<file path="src/rtl/iir_coeff_loader_if.sv">
// Coefficient-loader bus: GPIO writes and sample strobe in, active biquad coefficient set and status out.
// IIR_COEFF_READBACK_EN adds rd_data to the bus.
interface iir_coeff_loader_if #(
    parameter int COEFF_WIDTH = 32
);
    logic        [COEFF_WIDTH-1:0] cfg_data;
    logic        [2:0]             cfg_addr;
    logic                          cfg_wr;
    logic                          sample_tick;
    logic signed [COEFF_WIDTH-1:0] b0, b1, b2, a1, a2, gain;
    logic                          coeff_update;
    logic                          busy;
    logic                          err_sticky;
    logic                          timeout_sticky;
`ifdef IIR_COEFF_READBACK_EN
    logic        [COEFF_WIDTH-1:0] rd_data;

    modport master (
        output cfg_data, cfg_addr, cfg_wr, sample_tick,
        input  b0, b1, b2, a1, a2, gain, coeff_update, busy, err_sticky, timeout_sticky, rd_data
    );
    modport slave (
        input  cfg_data, cfg_addr, cfg_wr, sample_tick,
        output b0, b1, b2, a1, a2, gain, coeff_update, busy, err_sticky, timeout_sticky, rd_data
    );
`else
    modport master (
        output cfg_data, cfg_addr, cfg_wr, sample_tick,
        input  b0, b1, b2, a1, a2, gain, coeff_update, busy, err_sticky, timeout_sticky
    );
    modport slave (
        input  cfg_data, cfg_addr, cfg_wr, sample_tick,
        output b0, b1, b2, a1, a2, gain, coeff_update, busy, err_sticky, timeout_sticky
    );
`endif
endinterface

</file>
<file path="src/rtl/iir_coeff_loader.sv">
// Shadows GPIO coefficient writes and commits all six words atomically on a sample tick (or timeout).
// Optional feature macro: IIR_COEFF_READBACK_EN (registered rd_data readback of shadow/status).
module iir_coeff_loader #(
    parameter int                     COEFF_WIDTH    = 32,
    parameter int                     TIMEOUT_CYCLES = 1024,
    parameter logic [COEFF_WIDTH-1:0] RESET_B0       = 32'h4000_0000,
    parameter logic [COEFF_WIDTH-1:0] RESET_GAIN     = 32'h0001_0000
) (
    input  logic              clk,
    input  logic              rst_n,
    iir_coeff_loader_if.slave bus
);
    localparam int CW = (TIMEOUT_CYCLES > 2) ? $clog2(TIMEOUT_CYCLES) : 1;
    localparam logic [CW-1:0] CNT_LAST = CW'(TIMEOUT_CYCLES - 1);

    localparam logic [0:0] S_IDLE    = 1'b0;
    localparam logic [0:0] S_PENDING = 1'b1;

    localparam logic [2:0] A_COMMIT = 3'd6;
    localparam logic [2:0] A_CLEAR  = 3'd7;

    // Word order: [0]=b0 [1]=b1 [2]=b2 [3]=a1 [4]=a2 [5]=gain
    localparam logic [5:0][COEFF_WIDTH-1:0] RESET_SET =
        {RESET_GAIN, {(4*COEFF_WIDTH){1'b0}}, RESET_B0};

    logic [5:0][COEFF_WIDTH-1:0] r_shadow;
    logic [5:0][COEFF_WIDTH-1:0] r_active;
    logic [0:0]                  r_state;
    logic [CW-1:0]               r_cnt;
    logic                        r_wr_q;
    logic                        r_update;
    logic                        r_err;
    logic                        r_timeout;

    logic w_wr_pulse;
    logic w_pending;
    logic w_coeff_wr;
    logic w_cnt_last;
    logic w_apply;

    assign w_wr_pulse = bus.cfg_wr & ~r_wr_q;
    assign w_pending  = (r_state == S_PENDING);
    assign w_coeff_wr = w_wr_pulse && (bus.cfg_addr <= 3'd5);
    assign w_cnt_last = (r_cnt == CNT_LAST);
    assign w_apply    = w_pending && (bus.sample_tick || w_cnt_last);

    always_ff @(posedge clk or negedge rst_n) begin
        if (!rst_n) r_wr_q <= 1'b0;
        else        r_wr_q <= bus.cfg_wr;
    end

    always_ff @(posedge clk or negedge rst_n) begin
        if (!rst_n) begin
            r_shadow <= RESET_SET;
        end else if (w_coeff_wr && !w_pending) begin
            for (int i = 0; i < 6; i++) begin
                if (bus.cfg_addr == 3'(i)) r_shadow[i] <= bus.cfg_data;
            end
        end
    end

    // A commit seen in IDLE only arms the FSM; any tick in that same cycle is too early to apply.
    always_ff @(posedge clk or negedge rst_n) begin
        if (!rst_n) begin
            r_state  <= S_IDLE;
            r_cnt    <= '0;
            r_active <= RESET_SET;
            r_update <= 1'b0;
        end else begin
            r_update <= 1'b0;
            case (r_state)
                S_IDLE: begin
                    if (w_wr_pulse && bus.cfg_addr == A_COMMIT) begin
                        r_state <= S_PENDING;
                        r_cnt   <= '0;
                    end
                end
                S_PENDING: begin
                    r_cnt <= r_cnt + 1'b1;
                    if (w_apply) begin
                        r_active <= r_shadow;
                        r_update <= 1'b1;
                        r_state  <= S_IDLE;
                    end
                end
                default: r_state <= S_IDLE;
            endcase
        end
    end

    always_ff @(posedge clk or negedge rst_n) begin
        if (!rst_n) begin
            r_err     <= 1'b0;
            r_timeout <= 1'b0;
        end else if (w_wr_pulse && bus.cfg_addr == A_CLEAR) begin
            r_err     <= 1'b0;
            r_timeout <= 1'b0;
        end else begin
            if (w_coeff_wr && w_pending)                        r_err     <= 1'b1;
            if (w_pending && !bus.sample_tick && w_cnt_last)    r_timeout <= 1'b1;
        end
    end

`ifdef IIR_COEFF_READBACK_EN
    logic [COEFF_WIDTH-1:0] r_rd_data;

    always_ff @(posedge clk or negedge rst_n) begin
        if (!rst_n) begin
            r_rd_data <= '0;
        end else begin
            r_rd_data <= '0;
            if (bus.cfg_addr <= 3'd5) begin
                for (int i = 0; i < 6; i++) begin
                    if (bus.cfg_addr == 3'(i)) r_rd_data <= r_shadow[i];
                end
            end else if (bus.cfg_addr == A_COMMIT) begin
                r_rd_data[2:0] <= {r_timeout, r_err, w_pending};
            end
        end
    end

    assign bus.rd_data = r_rd_data;
`endif

    assign bus.b0             = r_active[0];
    assign bus.b1             = r_active[1];
    assign bus.b2             = r_active[2];
    assign bus.a1             = r_active[3];
    assign bus.a2             = r_active[4];
    assign bus.gain           = r_active[5];
    assign bus.coeff_update   = r_update;
    assign bus.busy           = w_pending;
    assign bus.err_sticky     = r_err;
    assign bus.timeout_sticky = r_timeout;
endmodule
</file>
<file path="src/flat_wrapper.sv">
// flat-port wrapper written by rule: the top's interface ports become plain ports
module iir_coeff_loader_flat 
#(
    parameter int                     COEFF_WIDTH    = 32,
    parameter int                     TIMEOUT_CYCLES = 1024,
    parameter logic [COEFF_WIDTH-1:0] RESET_B0       = 32'h4000_0000,
    parameter logic [COEFF_WIDTH-1:0] RESET_GAIN     = 32'h0001_0000
)
  (clk, rst_n, bus_cfg_data, bus_cfg_addr, bus_cfg_wr, bus_sample_tick, bus_b0, bus_b1, bus_b2, bus_a1, bus_a2, bus_gain, bus_coeff_update, bus_busy, bus_err_sticky, bus_timeout_sticky);
  iir_coeff_loader_if #(.COEFF_WIDTH(COEFF_WIDTH)) bus_i ();
  input  logic clk;
  input  logic rst_n;
  input wire logic [$bits(bus_i.cfg_data)-1:0] bus_cfg_data;
  input wire logic [$bits(bus_i.cfg_addr)-1:0] bus_cfg_addr;
  input wire logic [$bits(bus_i.cfg_wr)-1:0] bus_cfg_wr;
  input wire logic [$bits(bus_i.sample_tick)-1:0] bus_sample_tick;
  output wire logic [$bits(bus_i.b0)-1:0] bus_b0;
  output wire logic [$bits(bus_i.b1)-1:0] bus_b1;
  output wire logic [$bits(bus_i.b2)-1:0] bus_b2;
  output wire logic [$bits(bus_i.a1)-1:0] bus_a1;
  output wire logic [$bits(bus_i.a2)-1:0] bus_a2;
  output wire logic [$bits(bus_i.gain)-1:0] bus_gain;
  output wire logic [$bits(bus_i.coeff_update)-1:0] bus_coeff_update;
  output wire logic [$bits(bus_i.busy)-1:0] bus_busy;
  output wire logic [$bits(bus_i.err_sticky)-1:0] bus_err_sticky;
  output wire logic [$bits(bus_i.timeout_sticky)-1:0] bus_timeout_sticky;
  assign bus_i.cfg_data = bus_cfg_data;
  assign bus_i.cfg_addr = bus_cfg_addr;
  assign bus_i.cfg_wr = bus_cfg_wr;
  assign bus_i.sample_tick = bus_sample_tick;
  assign bus_b0 = bus_i.b0;
  assign bus_b1 = bus_i.b1;
  assign bus_b2 = bus_i.b2;
  assign bus_a1 = bus_i.a1;
  assign bus_a2 = bus_i.a2;
  assign bus_gain = bus_i.gain;
  assign bus_coeff_update = bus_i.coeff_update;
  assign bus_busy = bus_i.busy;
  assign bus_err_sticky = bus_i.err_sticky;
  assign bus_timeout_sticky = bus_i.timeout_sticky;
  iir_coeff_loader #(.COEFF_WIDTH(COEFF_WIDTH), .TIMEOUT_CYCLES(TIMEOUT_CYCLES), .RESET_B0(RESET_B0), .RESET_GAIN(RESET_GAIN)) u_core (.clk(clk), .rst_n(rst_n), .bus(bus_i));
endmodule
</file>
<file path="config.mk">
export PLATFORM = sky130hd
export DESIGN_NAME = iir_coeff_loader_flat
export DESIGN_NICKNAME = d
export VERILOG_FILES = /design/src/rtl/iir_coeff_loader_if.sv /design/src/rtl/iir_coeff_loader.sv /design/src/flat_wrapper.sv
export SDC_FILE = /design/constraint.sdc
export NUM_CORES = 1
export LEC_CHECK = 0
export BUFFER_PORTS_ARGS = -buffer_cell sky130_fd_sc_hd__buf_2
export CORE_AREA = 2 2 176 178
export CTS_CLUSTER_DIAMETER = 80
export DETAILED_ROUTE_END_ITERATION = 10
export DIE_AREA = 0 0 178 180
export PLACE_DENSITY = 0.8
export REMOVE_ABC_BUFFERS = 1
export SETUP_SLACK_MARGIN = 0.4
export SYNTH_ARGS = -nofsm -noshare
export SYNTH_HDL_FRONTEND = slang
export SYNTH_SLANG_ARGS = --single-unit
export TNS_END_PERCENT = 100
</file>
<file path="constraint.sdc">
create_clock -name clk -period 1.7 [get_ports clk]
set_input_delay 0.34 -clock clk [delete_from_list [all_inputs] [get_ports clk]]
set_output_delay 0.34 -clock clk [all_outputs]
set_load 0.02 [all_outputs]
</file>
; Word-level counts from Yosys, hierarchy flattened
; Index checks and enable logic that the tools add are counted.
; Widths: inputs -> output; s select.
[word_totals]
register_bits = 399
input_bits = 39
output_inout_bits = 196
[op_classes]
n_addsub = 1
order_cmp = 1
n_bitwise = 3
n_eq_ne = 9
mux = 11
reduce_logical = 21
[ops]
columns = op, count
row1 = $pmux 10 s2, 1
row2 = $reduce_and 2->1, 7
row3 = $eq 3x3->1 const B, 4
row4 = $add 10x1->10 const B, 1
row5 = $eq 10x10->1 const B, 1
row6 = $mux 10, 1
row7 = $logic_and 1x1->1, 8
row8 = $mux 1, 8
row9 = $eq 3x2->1 const B, 2
row10 = $reduce_bool 2->1, 2
row11 = $eq 3x1->1 const B, 1
row12 = $le 3x3->1 const B, 1
row13 = $logic_not 3->1, 1
row14 = $logic_not 1->1, 2
row15 = $ne 2x1->1 const B, 1
row16 = $not 1->1, 2
row17 = $pmux 1 s2, 1
row18 = $and 1x1->1, 1
row19 = $logic_or 1x1->1, 1

; Longest topological paths before layout
; Gate-level depths: netlist of run 1.
[logic_depth]
depth_word = 6
ltp_mapped = 8
ltp_nobuf = 6

; Worst setup path after synthesis of run 1
; OpenSTA, ideal clock, no wires.
[synth_timing]
path_type = register -> register
from = register u_core.r_cnt[0]
to = register u_core.r_active, in the netlist u_core.bus.a1[0]
stages_incl_launch_ff = 9
period_less_slack_ns = 1.896
setup_time_ns = 0.127
required_time_ns = 1.573
arrival_time_ns = 1.769
setup_slack_ns = -0.196
cell_sequence = dfrtp_1 -> ha_1 -> nand4_2 -> nor3_2 -> o21ai_2 -> inv_4 -> buf_8 -> buf_12 -> mux2_1
[synth_between]
elab_chain_cells = 4
[synth_rtl]
columns = element, line
row1 = "start, declared", iir_coeff_loader.sv:29  ; logic [CW-1:0] r_cnt;
row2 = "start signal, assigned", iir_coeff_loader.sv:79  ; r_cnt <= r_cnt + 1'b1;
row3 = $eq 10x10->1, iir_coeff_loader.sv:44  ; assign w_cnt_last = (r_cnt == CNT_LAST);
row4 = $logic_or 1x1->1, iir_coeff_loader.sv:45  ; assign w_apply = w_pending && (bus.sample_tick || w_cnt_last);
row5 = $logic_and 1x1->1, iir_coeff_loader.sv:45
row6 = $reduce_and 2->1 (no line), n/a
row7 = "end signal, assigned", iir_coeff_loader.sv:81  ; r_active <= r_shadow;
row8 = "end, declared", iir_coeff_loader.sv:27  ; logic [5:0][COEFF_WIDTH-1:0] r_active;
; Every way passes these cells.
; A chain may end at the register's enable or synchronous reset.

; Worst setup path after layout of run 1
[layout_timing]
from = register u_core.r_cnt[1]
to = register u_core.r_active, in the netlist u_core.bus.b2[26]
; The elaborated chain is that of the path after synthesis.

==> impl_metrics.json, run 1 <==
{
  "filler_cell_count": 1978,
  "post_synthesis_cell_count": 887,
  "worst_ep_required_time_ns": 2.10,
  "synth_sequential_area_ratio_pct": 66.11,
  "grt_setup_unrepaired": "yes",
  "fin_tns_setup_ns": -45.09,
  "postRouteWirelength_mm": 39.57,
  "route.detailed.vias_per_inst": 5.481,
  "power_per_cell_area_nw_per_um2": 1513,
  "clk_root_buffer_cell": "sky130_fd_sc_hd__clkbuf_16",
  "core_um2": 30190,
  "max_cap_violations": 0,
  "route.detailed.drc": 0,
  "r2r.worst_path.cells": 8,
  "synth_top_cell_area_share_pct": 65.41,
  "multi_input_comb_area_um2": 5473,
  "num_io_pins": 235,
  "synthTopCellsByArea": "sky130_fd_sc_hd__dfrtp_1, sky130_fd_sc_hd__mux2_2, sky130_fd_sc_hd__mux2_1",
  "critical_path.startpoint_type": "flop",
  "timing_worst_slew_pin_value_ns": 0.5783,
  "cp-end-kind": "flop",
  "clk_slew_on_worst_s_h_paths_ns": 0.06,
  "setup_viol": 290,
  "place_inst": 1532,
  "layout-area-overhead-vs-synth_pct": 36.22,
  "report.final.slew_viol_count": 0,
  "post_synth_num_cell_types": 38,
  "worstSkewPairLatency_ns": 0.52,
  "placement.setup.worst_slack_ns": -0.2480,
  "asyncSetResetFlopFracSynth_pct": 100.0,
  "initial_core_util_pct": 50.05,
  "report.final.hold_viol_count": 0,
  "postSynth.topFlopCell": "sky130_fd_sc_hd__dfrtp_1",
  "power_mw": 31.14,
  "pin_count_of_the_biggest_net_entering_global_routing": 76,
  "grt_first_pass_wirelength_mm": 52.79,
  "worst_ep_arrival_time_ns": 2.41,
  "drt-wirelength-per-cell_um": 23.68,
  "timing.hold.worst.class": "in -> reg",
  "cpPeakStageDelay_ns": 0.41,
  "post_dp_hpwl_mm": 21.49,
  "final.period_utilization_pct": 117.9,
  "portBuffers": 234,
  "synth.cell_area_um2": 15110,
  "vert_die_dim_um": 180,
  "gp_routability_congestion": 0.7954,
  "clkSinkCount": 399,
  "fp.dieArea_um2": 32040,
  "run_status": "finished, violations left",
  "synth.most_common_cell": "sky130_fd_sc_hd__dfrtp_1",
  "timing.fmax_mhz": 498.9,
  "synth_top_cells_by_count": "sky130_fd_sc_hd__dfrtp_1, sky130_fd_sc_hd__mux2_2, sky130_fd_sc_hd__mux2_1, sky130_fd_sc_hd__buf_2, sky130_fd_sc_hd__mux2_4",
  "timing.critical_path.fanout_max": 7,
  "placement_rows": 64,
  "die_w_um": 178,
  "initial_antenna_violation_count": 0,
  "num-nets-final": 1287,
  "leakage_nw": 10.20,
  "sequential_cell_area_um2": 9990,
  "path_class": "reg -> reg",
  "clockBufferDepth": 3,
  "vias": 9158,
  "synth_top_cell_by_area": "sky130_fd_sc_hd__dfrtp_1",
  "number_of_clock_buffers_inserted_by_tritoncts": 41,
  "global_route.overflow_total": 0,
  "post_route_cells_drive_above_1_share_pct": 62.82,
  "tritoncts_clock_tree": "yes",
  "worst_hold_path.num_cells": 2,
  "finalCriticalPeriod_ns": 2.004,
  "cts.htree.levels": 2,
  "antenna_diode_count": 0,
  "critical_path.cell_chain": "ha_4, nand4_4, nor3_4, o21ai_4, clkinv_4, buf_12, buf_16, mux2_4",
  "instances_no_fill": 1671,
  "synth_edf_count": 0,
  "ys.warnings.count": 0,
  "slew-limit-headroom_pct": 61.37,
  "maximum_ir_drop_on_the_vdd_rail_mv": 1.216,
  "fin_skew_ns": 0.01545,
  "drt_initial_violations": 571,
  "violations": "negative setup slack",
  "first_global_vias": 9173,
  "track_usage_pct": 21.05,
  "dr.pass1.iters": 5,
  "fin_ws_ns": -0.3043,
  "ys_ff_latch": 399,
  "avg_synthesized_cell_area_um2": 17.04,
  "worst_path_max_delay_cell": "sky130_fd_sc_hd__dfrtp_1",
  "detail-route-antenna-nets": 0
}
cells in the final DEF, fill, tap and decap left out, types with 5 or more instances in the layout:
cell type / synthesis / final
sky130_fd_sc_hd__mux2_2: 313 / 186
sky130_fd_sc_hd__dfrtp_1: 395 / 395
sky130_fd_sc_hd__clkbuf_8: 0 / 7
sky130_fd_sc_hd__buf_6: 3 / 66
sky130_fd_sc_hd__buf_4: 9 / 60
sky130_fd_sc_hd__clkbuf_1: 2 / 7
sky130_fd_sc_hd__mux2_4: 20 / 174
sky130_fd_sc_hd__o21ai_0: 7 / 5
sky130_fd_sc_hd__clkinv_2: 0 / 5
sky130_fd_sc_hd__buf_12: 5 / 26
sky130_fd_sc_hd__buf_2: 20 / 178
sky130_fd_sc_hd__mux2_1: 52 / 25
sky130_fd_sc_hd__nand3_1: 7 / 5
sky130_fd_sc_hd__clkbuf_16: 0 / 61
flip-flops by register name (all words and copies together) (netlist names):
| name | flops |
|---|---|
| u_core.r_shadow | 192 |
| u_core.bus.a1 | 32 |
| u_core.bus.a2 | 32 |
| u_core.bus.b0 | 32 |
| u_core.bus.b1 | 32 |
| u_core.bus.b2 | 32 |
| u_core.bus.gain | 32 |
| u_core.r_cnt | 10 |
| u_core.bus.busy | 1 |
| u_core.bus.coeff_update | 1 |
| u_core.bus.err_sticky | 1 |
| u_core.bus.timeout_sticky | 1 |
| u_core.r_wr_q | 1 |
final timing paths:
path | startpoint | end | slack (ns)
hold / removal | bus_cfg_wr | u_core.r_wr_q$_DFF_PN0_ | 0.08
min in group asynchronous | rst_n | u_core.bus.gain[23]$_DFFE_PN0P_ | 0.30
max in group asynchronous | rst_n | u_core.r_shadow[176]$_DFFE_PN1P_ | 0.67
setup / recovery | u_core.r_cnt[1]$_DFFE_PN0P_ | u_core.bus.b2[26]$_DFFE_PN0P_ | -0.30
setup reg to reg | u_core.r_cnt[1]$_DFFE_PN0P_ | u_core.bus.b2[26]$_DFFE_PN0P_ | -0.30
hold reg to reg | u_core.bus.a1[28]$_DFFE_PN0P_ | u_core.bus.a1[28]$_DFFE_PN0P_ | 0.48
what timing repair did:
| action | in CTS | in global routing |
|---|---|---|
| cloned | 3 | 20 |
| hold buffers | 1 | 0 |
| setup buffers | 1 | 43 |
| endpoints found under the hold margin | 22 | 0 |
| pin swaps | 0 | 15 |
| gates resized for setup | 27 | 312 |
| endpoints found under the setup margin | 588 | 592 |
layout make-up:
type,count,area share [%]
Clock buffer,57,5.823
Timing Repair Buffer,356,15.65
Tap cell,396,2.407
Clock inverter,14,0.8267
Timing Repair inverter,1,0.07902
Inverter,4,0.09726
Sequential cell,399,48.53
Multi-Input combinational cell,444,26.59
worst max-delay path, delay by kind of cell, from the launching register on:
| family | cells | cell delay, ns |
|---|---|---|
| AO/OA/AOI/OAI | 1 | 0.27 |
| AND/OR/NAND/NOR | 2 | 0.13 |
| adder cells (fa/ha/maj) | 1 | 0.19 |
| buffers and inverters | 3 | 0.56 |
| flip-flops | 1 | 0.41 |
| multiplexers | 1 | 0.30 |
logic make-up after synthesis:
group                      synth area share, %
and+or+nand+nor                          1.375
AOI/OAI and AO/OA                       0.9273
xor gates and xnor gates               0.05797
DFF                                      66.11
buffers and inverters                    2.261
muxes                                    29.19
adders and majority gates              0.08279
metal layers:
| metal | routed length, µm | vias to the layer above | global-route usage [%] |
|---|---|---|---|
| met2 | 19880 | 291 | 35.02 |
| met1 | 16400 | 4904 | 27.80 |
| met4 | 1054 | 0 | 6.066 |
| met5 | 0 | - | 0 |
| li1 | - | 3887 | - |
| met3 | 2240 | 76 | 4.632 |
metrics by stage:
step,utilization [%],area (µm²),hold slack [ns]
finish,68.18,20580,0.07738
global route,68.18,20580,0.06446
CTS,61.89,18690,0.04831
detailed placement,56.71,17120,0.2561
global placement,56.71,17120,0.2509
floorplan,-,14790,0.04441
power breakdown:
| group | total, mW | internal [mW] | switching, mW | leakage, nW |
|---|---|---|---|---|
| clock network | 9.04 | 5.39 | 3.65 | 0.662 |
| logic | 8.33 | 4.40 | 3.92 | 4.48 |
| registers | 13.8 | 12.1 | 1.64 | 5.05 |
Note: power is estimated with default switching activity, not from simulation.
==> inputs of run 2 (changes only) <==
--- a/config.mk
+++ b/config.mk
@@ -5,11 +5,12 @@
 export SDC_FILE = /design/constraint.sdc
 export NUM_CORES = 1
 export LEC_CHECK = 0
+export ABC_AREA = 1
 export BUFFER_PORTS_ARGS = -buffer_cell sky130_fd_sc_hd__buf_2
-export CORE_AREA = 2 2 176 178
+export CORE_AREA = 2 2 179 181
 export CTS_CLUSTER_DIAMETER = 80
 export DETAILED_ROUTE_END_ITERATION = 10
-export DIE_AREA = 0 0 178 180
+export DIE_AREA = 0 0 181 183
 export PLACE_DENSITY = 0.8
 export REMOVE_ABC_BUFFERS = 1
 export SETUP_SLACK_MARGIN = 0.4
==> impl_metrics.json, run 2 <==
{
  "run_status": "finished, violations left",
  "violations": "negative setup slack",
  "final_cell_mix": "sky130_fd_sc_hd__nand2_1, sky130_fd_sc_hd__dfrtp_1, sky130_fd_sc_hd__nand3_1, sky130_fd_sc_hd__buf_2, sky130_fd_sc_hd__o21ai_0",
  "cts.htree.levels": 2,
  "antenna_diode_count": 0,
  "ys_ff_latch": 399,
  "vert_die_dim_um": 183,
  "clk_root_buffer_cell": "sky130_fd_sc_hd__clkbuf_16",
  "asyncSetResetFlopFracSynth_pct": 100.0,
  "startpoint_of_the_worst_slack_reg_to_reg_timing_path": "u_core.r_cnt[0]$_DFFE_PN0P_",
  "number_of_clock_buffers_inserted_by_tritoncts": 40,
  "critical_path.startpoint_type": "flop",
  "gp_routability_congestion": 0.7860,
  "die_w_um": 181,
  "synth_top_cell_area_share_pct": 62.59,
  "cp-end-kind": "flop",
  "portBuffers": 234,
  "clkPwrFrac_pct": 26.8,
  "first_global_vias": 13167,
  "report.final.hold_viol_count": 0,
  "grt_setup_unrepaired": "yes",
  "maximum_ir_drop_on_the_vdd_rail_mv": 0.9893,
  "power_per_cell_area_nw_per_um2": 1648,
  "leakage_nw": 11.11,
  "largest_register": "u_core.r_shadow",
  "avg_synthesized_cell_area_um2": 9.507,
  "filler_cell_count": 2338,
  "final.period_utilization_pct": 103.5,
  "layout-area-overhead-vs-synth_pct": 33.23,
  "fp.dieArea_um2": 33120,
  "post_synth_num_cell_types": 27,
  "fin_tns_setup_ns": -3.470,
  "netSwitchingFraction_pct": 36.50,
  "place_inst": 2233,
  "worstSkewPairLatency_ns": 0.53,
  "route.detailed.drc": 0,
  "pin_count_of_the_biggest_net_entering_global_routing": 114,
  "synth_top_cells_by_count": "sky130_fd_sc_hd__nand2_1, sky130_fd_sc_hd__nand3_1, sky130_fd_sc_hd__dfrtp_1, sky130_fd_sc_hd__o21ai_0, sky130_fd_sc_hd__clkbuf_1",
  "timing.fmax_mhz": 568.4,
  "post_dp_hpwl_mm": 26.19,
  "worst_ep_required_time_ns": 2.11,
  "power.share.sequential_pct": 42.7,
  "max_cap_violations": 0,
  "core_um2": 31230,
  "timing.critical_path.fanout_max": 14,
  "worst_ep_arrival_time_ns": 2.17,
  "detail-route-antenna-nets": 0,
  "post_synthesis_cell_count": 1661,
  "drt_initial_violations": 1590,
  "num_io_pins": 235,
  "ys.warnings.count": 0,
  "route.detailed.vias_per_inst": 5.905,
  "grt_first_pass_wirelength_mm": 69.75,
  "instances_no_fill": 2372,
  "multi_input_comb_area_um2": 5736,
  "synth.cell_area_um2": 15790,
  "timing.hold.worst.class": "in -> reg",
  "dr.pass1.iters": 6,
  "initial_core_util_pct": 50.56,
  "postRouteWirelength_mm": 53.14,
  "timing_worst_slew_pin_value_ns": 0.7499,
  "global_route.overflow_total": 0,
  "sequential_cell_area_um2": 9993,
  "drt-wirelength-per-cell_um": 22.40,
  "finalCriticalPeriod_ns": 1.759,
  "tritoncts_clock_tree": "yes",
  "postSynth.topFlopCell": "sky130_fd_sc_hd__dfrtp_1",
  "fin_skew_ns": 0.01932,
  "largest_register_ff_count": 192,
  "setup_viol": 156,
  "clkSinkCount": 399,
  "vias": 14006,
  "clk_slew_on_worst_s_h_paths_ns": 0.06,
  "critPathLaunch": "u_core.r_cnt[0]$_DFFE_PN0P_",
  "synthTopCellsByArea": "sky130_fd_sc_hd__dfrtp_1, sky130_fd_sc_hd__nand3_1, sky130_fd_sc_hd__nand2_1",
  "num-nets-final": 1980,
  "initial_antenna_violation_count": 5,
  "synth_sequential_area_ratio_pct": 63.26,
  "synth_top_cell_by_area": "sky130_fd_sc_hd__dfrtp_1",
  "p_comb_share_pct": 30.5,
  "track_usage_pct": 26.17,
  "synth_edf_count": 0,
  "report.final.slew_viol_count": 0,
  "placement_rows": 65,
  "cell_internal_pwr_mw": 22.01,
  "switching_power_mw": 12.65,
  "slew-limit-headroom_pct": 49.82,
  "synth.most_common_cell": "sky130_fd_sc_hd__nand2_1",
  "post_route_cells_drive_above_1_share_pct": 29.95,
  "fin_ws_ns": -0.05942,
  "hold_path_startpoint": "bus_cfg_data[16]",
  "path_class": "reg -> reg",
  "clockBufferDepth": 3,
  "most_common_library_cell_in_the_layout_ignoring_fill_and_taps": "sky130_fd_sc_hd__nand2_1"
}
[run 2: what timing repair did]
action | in CTS | in global routing
hold endpoints to repair | 79 | 0
gates cloned | 3 | 42
hold buffers | 2 | 0
pin swaps | 5 | 26
setup endpoints to repair | 586 | 593
setup buffers | 12 | 8
resized for setup | 18 | 221
[run 2: critical path, stage by stage, from the launching register on]
cell	delay [ns]
sky130_fd_sc_hd__dfrtp_1	0.37
sky130_fd_sc_hd__ha_2	0.20
sky130_fd_sc_hd__nand2_2	0.08
sky130_fd_sc_hd__nor2_4	0.17
sky130_fd_sc_hd__nand4_1	0.15
sky130_fd_sc_hd__buf_6	0.18
sky130_fd_sc_hd__buf_12	0.15
sky130_fd_sc_hd__clkbuf_16	0.19
sky130_fd_sc_hd__nand3_1	0.08
sky130_fd_sc_hd__nand2_1	0.06
[run 2: cells by family after synthesis]
logic type / count (synthesis) / synth area share, %
buffers and inverters: 177 / 5.507
AND/OR/NAND/NOR: 912 / 25.70
adder cells (fa/ha/maj): 1 / 0.07922
flip-flops: 399 / 63.26
AO/OA/AOI/OAI: 172 / 5.451
[run 2: power by group through the flow]
stage	combinational (mW)	clock (mW)	sequential (mW)
floorplan	2.91	0	16.1
global placement	8.91	0	14.5
detailed placement	9.23	0	14.6
CTS	9.49	9.32	14.5
global route	11.5	9.77	15.1
finish	10.6	9.29	14.8
[run 2: routing by layer]
layer | up-vias | share of wire [%] | GRT usage (%)
li1 | 6116 | - | -
met1 | 6900 | 40 | 36.55
met2 | 814 | 47 | 42.35
met3 | 172 | 9.1 | 4.309
met4 | 4 | 3.9 | 8.488
met5 | - | 0.051 | 0
[run 2: area by class of cell]
class / instances / share of cell area, %
Clock inverter: 14 / 0.8742
Clock buffer: 58 / 5.703
Inverter: 47 / 0.8385
Multi-Input combinational cell: 1087 / 27.26
Tap cell: 402 / 2.391
Timing Repair Buffer: 365 / 15.43
Sequential cell: 399 / 47.50
[run 2: worst paths after layout]
check	endpoint	slack, ns	cells after the start
max	u_core.bus.gain[27]$_DFFE_PN0P_	-0.06	9
min	u_core.r_shadow[176]$_DFFE_PN1P_	0.05	3
max reg2reg	u_core.bus.gain[27]$_DFFE_PN0P_	-0.06	9
min reg2reg	u_core.r_shadow[176]$_DFFE_PN1P_	0.46	2
max in group asynchronous	u_core.bus.b0[1]$_DFFE_PN0P_	0.69	4
min in group asynchronous	u_core.bus.b1[8]$_DFFE_PN0P_	0.22	2
[run 2: per-stage QoR]
stage	util, %	setup slack, ns	cell area (µm²)	hold slack (ns)	power (mW)
4_1_cts	61.90	0.02469	19330	0.03886	33.28
2_1_floorplan	-	-7.190	15100	0.04441	18.98
3_3_place_gp	56.68	-0.01814	17700	0.1659	23.41
5_1_grt	67.37	-0.1053	21040	0.07125	36.34
3_5_place_dp	56.68	-0.07161	17700	0.1682	23.83
6_report	67.37	-0.05942	21040	0.05488	34.66
